==> src/rtl/instr_loader.sv <==
// Boot-time instruction loader: assembles big-endian 32-bit words from a byte stream,
// writes them to instruction memory and holds the CPU in reset until the load completes.
// Optional trailing XOR checksum byte: define INSTR_LOADER_CHECKSUM_EN.
module instr_loader #(
  parameter int ADDR_W = 5
) (
  input  logic              clk_i,
  input  logic              rst_i,
  input  logic              start_i,
  input  logic [ADDR_W:0]   word_count_i,
  input  logic              byte_valid_i,
  input  logic [7:0]        byte_data_i,
  output logic              byte_ready_o,
  output logic              im_we_o,
  output logic [ADDR_W-1:0] im_addr_o,
  output logic [31:0]       im_wdata_o,
  output logic              cpu_rst_no,
  output logic              busy_o,
  output logic              err_o
);

  localparam int              DEPTH   = 2**ADDR_W;
  localparam logic [ADDR_W:0] DEPTH_L = (ADDR_W+1)'(DEPTH);
  localparam logic [ADDR_W:0] ONE_L   = (ADDR_W+1)'(1);

  typedef enum logic [2:0] {
    S_IDLE,
    S_RECV,
    S_WRITE,
`ifdef INSTR_LOADER_CHECKSUM_EN
    S_CHECK,
`endif
    S_RUN,
    S_ERR
  } state_e;

  state_e            state_q, state_d;
  logic [ADDR_W:0]   cnt_q, cnt_d;
  logic [ADDR_W:0]   ptr_q, ptr_d;
  logic [ADDR_W:0]   ptr_inc;
  logic [1:0]        bcnt_q, bcnt_d;
  logic [23:0]       shift_q, shift_d;
  logic              im_we_q, im_we_d;
  logic [ADDR_W-1:0] im_addr_q, im_addr_d;
  logic [31:0]       im_wdata_q, im_wdata_d;
  logic              cpu_rst_n_q, cpu_rst_n_d;
  logic              busy_q, busy_d;
  logic              err_q, err_d;
  logic              byte_ready;
  logic              start_ok;
`ifdef INSTR_LOADER_CHECKSUM_EN
  logic [7:0]        csum_q, csum_d;
`endif

  assign ptr_inc = ptr_q + ONE_L;

  always_comb begin
    state_d    = state_q;
    cnt_d      = cnt_q;
    ptr_d      = ptr_q;
    bcnt_d     = bcnt_q;
    shift_d    = shift_q;
    im_we_d    = 1'b0;
    im_addr_d  = im_addr_q;
    im_wdata_d = im_wdata_q;
    byte_ready = 1'b0;
    start_ok   = 1'b0;
`ifdef INSTR_LOADER_CHECKSUM_EN
    csum_d     = csum_q;
`endif

    case (state_q)
      S_IDLE, S_RUN, S_ERR: start_ok = start_i;
      S_RECV: begin
        byte_ready = 1'b1;
        if (byte_valid_i) begin
          shift_d = {shift_q[15:0], byte_data_i};
          bcnt_d  = bcnt_q + 2'd1;
`ifdef INSTR_LOADER_CHECKSUM_EN
          csum_d  = csum_q ^ byte_data_i;
`endif
          // Fourth byte: the full word goes straight to the write-port registers.
          if (bcnt_q == 2'd3) begin
            state_d    = S_WRITE;
            im_we_d    = 1'b1;
            im_addr_d  = ptr_q[ADDR_W-1:0];
            im_wdata_d = {shift_q, byte_data_i};
          end
        end
      end
      S_WRITE: begin
        ptr_d = ptr_inc;
        if (ptr_inc == cnt_q) begin
`ifdef INSTR_LOADER_CHECKSUM_EN
          state_d = S_CHECK;
`else
          state_d = S_RUN;
`endif
        end else begin
          state_d = S_RECV;
        end
      end
`ifdef INSTR_LOADER_CHECKSUM_EN
      S_CHECK: begin
        byte_ready = 1'b1;
        if (byte_valid_i) state_d = (byte_data_i == csum_q) ? S_RUN : S_ERR;
      end
`endif
      default: state_d = S_IDLE;
    endcase

    // A start is honoured only outside an active load.
    if (start_ok) begin
      cnt_d  = word_count_i;
      ptr_d  = '0;
      bcnt_d = '0;
`ifdef INSTR_LOADER_CHECKSUM_EN
      csum_d = '0;
`endif
      if (word_count_i == '0)          state_d = S_RUN;
      else if (word_count_i > DEPTH_L) state_d = S_ERR;
      else                             state_d = S_RECV;
    end
  end

  // Registered status outputs follow the state being entered.
  always_comb begin
    cpu_rst_n_d = (state_d == S_RUN);
    err_d       = (state_d == S_ERR);
    busy_d      = (state_d == S_RECV) || (state_d == S_WRITE)
`ifdef INSTR_LOADER_CHECKSUM_EN
                  || (state_d == S_CHECK)
`endif
                  ;
  end

  always_ff @(posedge clk_i or negedge rst_i) begin
    if (!rst_i) begin
      state_q     <= S_IDLE;
      cnt_q       <= '0;
      ptr_q       <= '0;
      bcnt_q      <= '0;
      shift_q     <= '0;
      im_we_q     <= 1'b0;
      im_addr_q   <= '0;
      im_wdata_q  <= '0;
      cpu_rst_n_q <= 1'b0;
      busy_q      <= 1'b0;
      err_q       <= 1'b0;
`ifdef INSTR_LOADER_CHECKSUM_EN
      csum_q      <= '0;
`endif
    end else begin
      state_q     <= state_d;
      cnt_q       <= cnt_d;
      ptr_q       <= ptr_d;
      bcnt_q      <= bcnt_d;
      shift_q     <= shift_d;
      im_we_q     <= im_we_d;
      im_addr_q   <= im_addr_d;
      im_wdata_q  <= im_wdata_d;
      cpu_rst_n_q <= cpu_rst_n_d;
      busy_q      <= busy_d;
      err_q       <= err_d;
`ifdef INSTR_LOADER_CHECKSUM_EN
      csum_q      <= csum_d;
`endif
    end
  end

  assign byte_ready_o = byte_ready;
  assign im_we_o      = im_we_q;
  assign im_addr_o    = im_addr_q;
  assign im_wdata_o   = im_wdata_q;
  assign cpu_rst_no   = cpu_rst_n_q;
  assign busy_o       = busy_q;
  assign err_o        = err_q;

endmodule

==> config.mk <==
export PLATFORM = sky130hd
export DESIGN_NAME = instr_loader
export DESIGN_NICKNAME = d
export VERILOG_FILES = /design/src/rtl/instr_loader.sv
export SDC_FILE = /design/constraint.sdc
export NUM_CORES = 1
export LEC_CHECK = 0
export ABC_CLOCK_PERIOD_IN_PS = 2300
export CAP_MARGIN = 20
export CORE_MARGIN = 10
export CORE_UTILIZATION = 45
export CTS_BUF_LIST = sky130_fd_sc_hd__clkbuf_8 sky130_fd_sc_hd__clkbuf_16
export DETAILED_ROUTE_END_ITERATION = 10
export PLACE_DENSITY = 0.69
export SKIP_CTS_REPAIR_TIMING = 1
export SLEW_MARGIN = 20
export SYNTH_ARGS = -nofsm -noshare
export SYNTH_HDL_FRONTEND = slang
export SYNTH_SLANG_ARGS = --single-unit
==> constraint.sdc <==
create_clock -name clk_i -period 2.3 [get_ports clk_i]
set_clock_uncertainty 0.05 [all_clocks]
set_input_delay 0.23 -clock clk_i [delete_from_list [all_inputs] [get_ports clk_i]]
set_output_delay 0.23 -clock clk_i [all_outputs]
set_load 0.01 [all_outputs]
# Yosys cells after proc, flatten, opt, wreduce, memory -nomap -nowiden
# Cells that the tools add are included.
# word_totals
input_bits,18
reg_bits,82
elab_cells,51
out_inout_bits,42
# op_classes
reduce_logical,10
n_eq_ne,10
order_cmp,1
add_sub_neg,2
muxes,17
# op_table
cell,count
3-bit 2-to-1 mux,5
3-bit by 2-bit == test with 1-bit output (second input constant),4
6-bit 2-to-1 mux,2
3-bit case mux with 3 select lines,1
2-bit 2-to-1 mux,4
6-bit by 1-bit adder with 6-bit output (second input constant),1
3-bit by 1-bit == test with 1-bit output (second input constant),2
3-bit == test (second input constant),2
6-bit == test,1
6-bit > comparator (second input constant),1
6-bit zero test,1
2-bit nonzero test,3
1-bit 2-to-1 mux,5
2-bit AND reduction,2
3-bit zero test,1
3-bit AND reduction,1
3-bit OR reduction,1
2-bit by 1-bit adder with 2-bit output (second input constant),1
2-bit == test (second input constant),1
1-bit logical OR,1

# Depth between registers and ports, before layout
# Gate-level depths: netlist of run 1.
# depth
ltp_word,7
ltp_mapped,6
mapped_depth_nobuf,6

# Worst setup path after synthesis of run 1
# Ideal clock, no wire load.
# synth_path
path_kind,register to register
start,reg state_q[1]
end,"reg im_wdata_q[0], in the netlist im_wdata_o[0]"
required_ns,2.123
n_path_buf,2
setup_time_ns,0.127
setup_slack_ns,0.636
path_stages_with_launch,6
synth_period_minus_slack_ns,1.664
arrival_time_ns,1.486
path_cell_list,dfrtp_1 -> nor3b_2 -> and3_1 -> buf_6 -> buf_8 -> mux2_1
# synth_between
elab_chain_len,2
# synth_rtl
element,line,source
from (decl),37,"state_e state_q, state_d;"
from (signal assigned),154,state_q <= state_d;
3-bit by 1-bit == test with 1-bit output,72,case (state_q)
3-bit AND reduction (no line),-,
to (signal assigned),161,im_wdata_q <= im_wdata_d;
to (decl),45,"logic [31:0] im_wdata_q, im_wdata_d;"
# Every way passes these cells.
# A chain may end at the register's enable or synchronous reset.

# Final worst setup path of run 1
# layout_path
start,reg state_q[0]
end,out byte_ready_o
# layout_between
elab_chain_len,2
# layout_rtl
element,line,source
3-bit by 1-bit == test with 1-bit output,72,
1-bit 2-to-1 mux,72,
to (decl),13,"output logic byte_ready_o,"
# Every way passes these cells.

==> results.cfg, run 1 <==
[synth]
synth_common_cells = 82 x sky130_fd_sc_hd__dfrtp_1, 30 x sky130_fd_sc_hd__mux2_4, 25 x sky130_fd_sc_hd__mux2_1, 11 x sky130_fd_sc_hd__mux2_2, 10 x sky130_fd_sc_hd__nor2_1
synth_top_cell_by_area = sky130_fd_sc_hd__dfrtp_1
avgSynthCellArea_um2 = 15.3
yosys_cell_types = 41
synth-edff-count = 0
ys_top_cells_by_area = sky130_fd_sc_hd__dfrtp_1 58%, sky130_fd_sc_hd__mux2_4 13%, sky130_fd_sc_hd__mux2_1 7.9%
syn_inst = 232
synth.yosys.seq_area_share_pct = 57.8
yosysWarningCount = 0
ys_ff_latch = 82
synth_fp_nets = 252
cell_with_the_most_instances_after_synthesis = sky130_fd_sc_hd__dfrtp_1
synth.cell_area_um2 = 3550
asyncSetResetFlopFracSynth_pct = 100
ys.flop_type = sky130_fd_sc_hd__dfrtp_1
post-synth-top-area-fraction_pct = 57.8

[floorplan]
die_footprint_um2 = 11800
fp-row-count = 32
initial_cell_density_of_the_core_pct = 46.1
die_width_um = 109
io_pins = 60
fp.coreArea_um2 = 7690
fp.dieH_um = 109

[sta]
grt_setup_unrepaired = no
shortest_clock_period_the_worst_path_allows_after_layout_ps = 1920
final-setup-viol-count = 0
fin_hold_ws_ps = 361
number_of_pins_exceeding_their_max_slew_limit_in_the_final_report = 0
fin_crit_sh_pct = 83.5
final.setup.tns_ps = 0
worst_slew_margin_rel_pct = 64.4
worst-slew-pin-transition_ps = 535
finalHoldViolations = 0
clock.fmax_ghz = 0.521

[global_routing]
antenna_found_initial = 0
first_global_vias = 2072
overflow = 0
grt_first_pass_wirelength_um = 10800
grtUsageTotal_pct = 11.5
grt_start_max_net_pins = 43

[worst_setup_path]
worstRegToRegCells = 5
setup.worst_path.class = flop to output pin
cp.required_ps = 2020
rr_startpoint = ptr_q[0]$_DFFE_PN0P_
critical_path_arrival_ps = 1640
reg_to_reg_end = busy_o$_DFF_PN0_
crit_path_max_fanout = 6
r2r_slack_ps = 430
worst_setup_path_end_kind = output pin
worst_setup_path_startpoint = state_q[0]$_DFF_PN0_
critical_path.startpoint_type = flop

[route]
vias = 1951
antenna_violating_nets_post_route = 0
postRouteWirelength_um = 6450
route.detailed.wl_per_inst_um = 16.0
viasPerCell = 4.85
remaining_drc_errors = 0
drt_iter0_markers = 75
length_of_the_first_detailed_routing_pass_in_iterations = 4

[worst_hold_path]
min_path_type = input port to asynchronous set/reset pin

[outcome]
outcome = finished clean

[final_layout]
insertedDiodeCount = 0
area_growth_pct = 24.4
nets = 317
final_layout_size_suffix_gt1_share_pct = 21.7

[place]
gp_congestion = 0.742
numPortBuffers = 59
post_dp_hpwl_um = 4630

[cts]
cts_root_buffer = sky130_fd_sc_hd__clkbuf_8
h-tree-depth = 3
tritoncts_clock_tree = built
clkSlewWorstSetupHoldPaths_ps = 80
clock_insertion_delay_worst_skew_ps = 330
cts_made_buffers = 9
tritoncts_num_sinks = 82
clk_path_buf_depth = 2

[power]
power_per_cell_area_nw_per_um2 = 1200
vdd_ir_max_mv = 0.662
leakage_nw = 1.97

[flow_run]
timing.max_cap.violations = 0
## cells by family (layout without fill, tap and decap cells)
group                      count (synthesis)  after routing  synth area share [%]
buffers and inverters                     14             82                  4.37
and+or+nand+nor                           38             38                  5.96
muxes                                     68             68                  24.7
AOI/OAI and AO/OA                         16             16                  3.46
adders and majority gates                  2              2                 0.705
DFF                                       82             82                  57.8
xor gates and xnor gates                  12             12                  2.96
## area by class of cell
cell class	count	area, um^2
fillers	637	3280
flip-flops and latches	82	2050
repair buffers	65	673
clock buffers	10	138
clock inverters	4	68.8
well taps	102	128
inverters	3	11.3
multi-input cells	136	1340
## how the worst max path moves through the flow
stage / end / slack, ps / cells past startpoint
finish: byte_ready_o / 380 / 2
global route: byte_ready_o / 230 / 2
CTS: byte_ready_o / 350 / 2
detailed placement: im_wdata_o[6]$_DFFE_PN0P_ / 440 / 4
global placement: cnt_q[3]$_DFFE_PN0P_ / 460 / 4
floorplan: im_wdata_o[0]$_DFFE_PN0P_ / 640 / 5
## state kept, by name (all words and copies together), names as in the netlist
name	cells
bcnt_q	2
busy_o	1
cnt_q	6
cpu_rst_no	1
err_o	1
im_addr_o	5
im_wdata_o	32
im_we_o	1
ptr_q	6
shift_q	24
state_q	3
## metrics by stage
| stage | instances | worst slack (ps) | instance area, um^2 | power, mW | utilization, % |
|---|---|---|---|---|---|
| after floorplan | 232 | 636 | 3550 | 3.45 | - |
| after global placement | 387 | 455 | 4200 | 4.22 | 54.6 |
| after detailed placement | 387 | 442 | 4200 | 4.28 | 54.6 |
| after CTS | 401 | 351 | 4400 | 5.39 | 57.3 |
| after global routing | 402 | 235 | 4410 | 5.66 | 57.4 |
| final | 402 | 380 | 4410 | 5.32 | 57.4 |
## routing by layer
metal | share of wire (%) | global-route usage, % | up-vias | routed length [um]
met4 | 0.53 | 5.08 | 0 | 34
met2 | 44 | 15.8 | 36 | 2850
li1 | - | - | 941 | -
met1 | 49 | 15.9 | 969 | 3150
met5 | 0 | 0 | - | 0
met3 | 6.5 | 3.83 | 5 | 417
## worst max-delay path, cell delays in order (launching register included)
cell and delay (ps):
sky130_fd_sc_hd__dfrtp_1 430, sky130_fd_sc_hd__nor3b_2 280, sky130_fd_sc_hd__clkdlybuf4s50_1 600
## cell usage in the layout, fill, tap and decap left out, types with 2 or more instances in the layout
cell type / n
sky130_fd_sc_hd__a21oi_1: 2
sky130_fd_sc_hd__a31oi_1: 2
sky130_fd_sc_hd__buf_12: 3
sky130_fd_sc_hd__buf_4: 3
sky130_fd_sc_hd__bufinv_16: 2
sky130_fd_sc_hd__clkbuf_8: 10
sky130_fd_sc_hd__clkdlybuf4s50_1: 58
sky130_fd_sc_hd__dfrtp_1: 82
sky130_fd_sc_hd__ha_1: 2
sky130_fd_sc_hd__inv_1: 4
sky130_fd_sc_hd__mux2_1: 25
sky130_fd_sc_hd__mux2_2: 11
sky130_fd_sc_hd__mux2_4: 30
sky130_fd_sc_hd__mux2i_1: 2
sky130_fd_sc_hd__nand2_1: 6
sky130_fd_sc_hd__nand3_1: 3
sky130_fd_sc_hd__nand4_1: 3
sky130_fd_sc_hd__nor2_1: 10
sky130_fd_sc_hd__nor2b_1: 3
sky130_fd_sc_hd__nor3b_1: 2
sky130_fd_sc_hd__nor3b_2: 2
sky130_fd_sc_hd__o21ai_0: 2
sky130_fd_sc_hd__o22ai_1: 2
sky130_fd_sc_hd__xnor2_1: 6
sky130_fd_sc_hd__xor2_1: 6
## report_power, final
group / internal (mW) / switching, mW / total, mW
clock: 0.624 / 0.472 / 1.10
sequential: 2.01 / 0.393 / 2.40
combinational: 1.15 / 0.669 / 1.81
Note: power is estimated with default switching activity, not from simulation.
==> inputs of run 2 (changes only) <==
--- a/config.mk
+++ b/config.mk
@@ -5,13 +5,13 @@
 export SDC_FILE = /design/constraint.sdc
 export NUM_CORES = 1
 export LEC_CHECK = 0
-export ABC_CLOCK_PERIOD_IN_PS = 2300
+export ABC_CLOCK_PERIOD_IN_PS = 1500
 export CAP_MARGIN = 20
 export CORE_MARGIN = 10
 export CORE_UTILIZATION = 45
 export CTS_BUF_LIST = sky130_fd_sc_hd__clkbuf_8 sky130_fd_sc_hd__clkbuf_16
 export DETAILED_ROUTE_END_ITERATION = 10
-export PLACE_DENSITY = 0.69
+export PLACE_DENSITY = 0.72
 export SKIP_CTS_REPAIR_TIMING = 1
 export SLEW_MARGIN = 20
 export SYNTH_ARGS = -nofsm -noshare
==> constraint.sdc (replaced) <==
create_clock -name clk_i -period 1.5 [get_ports clk_i]
set_clock_uncertainty 0.05 [all_clocks]
set_input_delay 0.15 -clock clk_i [delete_from_list [all_inputs] [get_ports clk_i]]
set_output_delay 0.15 -clock clk_i [all_outputs]
set_load 0.01 [all_outputs]
==> run 2 against run 1 <==
The run now ends with negative setup slack left. Clock-buffer cell count fell by 1. Sequential share of layout area fell by 5.3 points. Design area rose by 13%. First-iteration DRC count fell by 1.3%. Combinational power rose by 120%. Die area did not move. Non-clock buffer count rose by 34. Routed wire length rose by 19%. Critical endpoint is now busy_o$_DFF_PN0_.
==> results.cfg, run 2 (synthesis results as in run 1) <==
[global_routing]
antenna_found_initial = 0
grt_first_pass_wirelength_um = 11600
overflow = 0
grt_start_max_net_pins = 41
first_global_vias = 2237
grtUsageTotal_pct = 12.3

[cts]
tritoncts_clock_tree = built
clk_path_buf_depth = 2
cts_made_buffers = 9
h-tree-depth = 3
cts_root_buffer = sky130_fd_sc_hd__clkbuf_8
clkSlewWorstSetupHoldPaths_ps = 90
clock_insertion_delay_worst_skew_ps = 350
tritoncts_num_sinks = 82

[sta]
grt_setup_unrepaired = yes
postLayoutSetupSlackWorst_ps = -146
worst-slew-pin-transition_ps = 334
worst_slew_margin_rel_pct = 77.5
clock.fmax_ghz = 0.607
number_of_pins_exceeding_their_max_slew_limit_in_the_final_report = 0
shortest_clock_period_the_worst_path_allows_after_layout_ps = 1650
finalHoldViolations = 0
fin_crit_sh_pct = 110
final-setup-viol-count = 69

[route]
antenna_violating_nets_post_route = 0
length_of_the_first_detailed_routing_pass_in_iterations = 4
drt_iter0_markers = 74
route.detailed.wl_per_inst_um = 17.6
postRouteWirelength_um = 7680
viasPerCell = 4.95
vias = 2162
remaining_drc_errors = 0

[floorplan]
die_footprint_um2 = 11800
fp.dieH_um = 109
initial_cell_density_of_the_core_pct = 46.1
fp.coreArea_um2 = 7690
die_width_um = 109
fp-row-count = 32
io_pins = 60

[worst_setup_path]
cp.required_ps = 1690
crit_path_max_fanout = 5
critical_path_arrival_ps = 1840
crit_buf_inv = 0
critical_path.startpoint_type = flop
critical-path-top-delay-family = compound AO/OA/AOI/OAI gates
worst_setup_path_end_kind = flop
crit_chain = ha_4 > or3_4 > a31oi_4 > a31oi_2 > a21o_1
crit_path_top_delay_cell = sky130_fd_sc_hd__dfrtp_2
slowest_delay_ps = 440
setup.worst_path.class = flop to flop

[power]
power_per_cell_area_nw_per_um2 = 1860
vdd_ir_max_mv = 0.969
leakage_nw = 2.55
totalPowerFinal_mw = 9.27

[final_layout]
insertedDiodeCount = 0
area_growth_pct = 40.7
final_layout_size_suffix_gt1_share_pct = 41.2
mostFrequentLayoutCells = 77 x sky130_fd_sc_hd__dfrtp_1, 65 x sky130_fd_sc_hd__mux2_4, 39 x sky130_fd_sc_hd__clkdlybuf4s50_1
largest_reg_flops = 32
layout.cells.most_common = sky130_fd_sc_hd__dfrtp_1
postLayoutCoreUtil_pct = 64.9
post-route-cell-area_um2 = 4990
nets = 351

[place]
post_dp_hpwl_um = 5070
numPortBuffers = 59
post_dp_cell_area_um2 = 4460
gp_congestion = 0.768
dpl_worst_slack_ps = -275

[outcome]
failed_checks = negative setup slack
outcome = finished with violations

[flow_run]
timing.max_cap.violations = 0

[worst_hold_path]
min_path_type = input port to asynchronous set/reset pin
run 2: worst reg2reg max path: stages (launching register included):
cell and delay, ps:
sky130_fd_sc_hd__dfrtp_2 440, sky130_fd_sc_hd__ha_4 180, sky130_fd_sc_hd__or3_4 380, sky130_fd_sc_hd__a31oi_4 160, sky130_fd_sc_hd__a31oi_2 130, sky130_fd_sc_hd__a21o_1 200
run 2: cell type report:
type                    count  area, um^2
clock inverters             6        60.1
fillers                   557        2700
well taps                 102         128
repair buffers             99        1070
clock buffers               9         124
multi-input cells         136        1540
inverters                   3        11.3
flip-flops and latches     82        2060
run 2: final timing paths:
kind	startpoint	end	slack, ps	cells past startpoint
setup / recovery	ptr_q[0]$_DFFE_PN0P_	busy_o$_DFF_PN0_	-150	5
hold / removal	rst_i	im_wdata_o[8]$_DFFE_PN0P_	180	2
setup reg to reg	ptr_q[0]$_DFFE_PN0P_	busy_o$_DFF_PN0_	-150	5
hold reg to reg	im_wdata_o[1]$_DFFE_PN0P_	im_wdata_o[1]$_DFFE_PN0P_	450	1
max in group asynchronous	rst_i	shift_q[3]$_DFFE_PN0P_	630	3
min in group clk_i	word_count_i[2]	cnt_q[2]$_DFFE_PN0P_	330	3
run 2: where the power goes:
part	switching (mW)	internal [mW]
sequential	0.641	3.09
clock	0.771	0.751
combinational	1.34	2.67
run 2: through the flow:
stage,std cells,hold slack [ps],TNS [ps]
finish,437,179,-6550
global route,437,192,-10220
CTS,426,-383,-8490
detailed placement,411,7.91,-7940
global placement,411,1.26,-7780
floorplan,232,-196,-6690
run 2: routing by layer:
layer	share of wire, %	track usage [%]	routed length [um]
met4	1.5	4.99	117
met3	4.8	3.95	372
met5	0	0	0
met1	46	17.0	3560
met2	47	17.5	3630
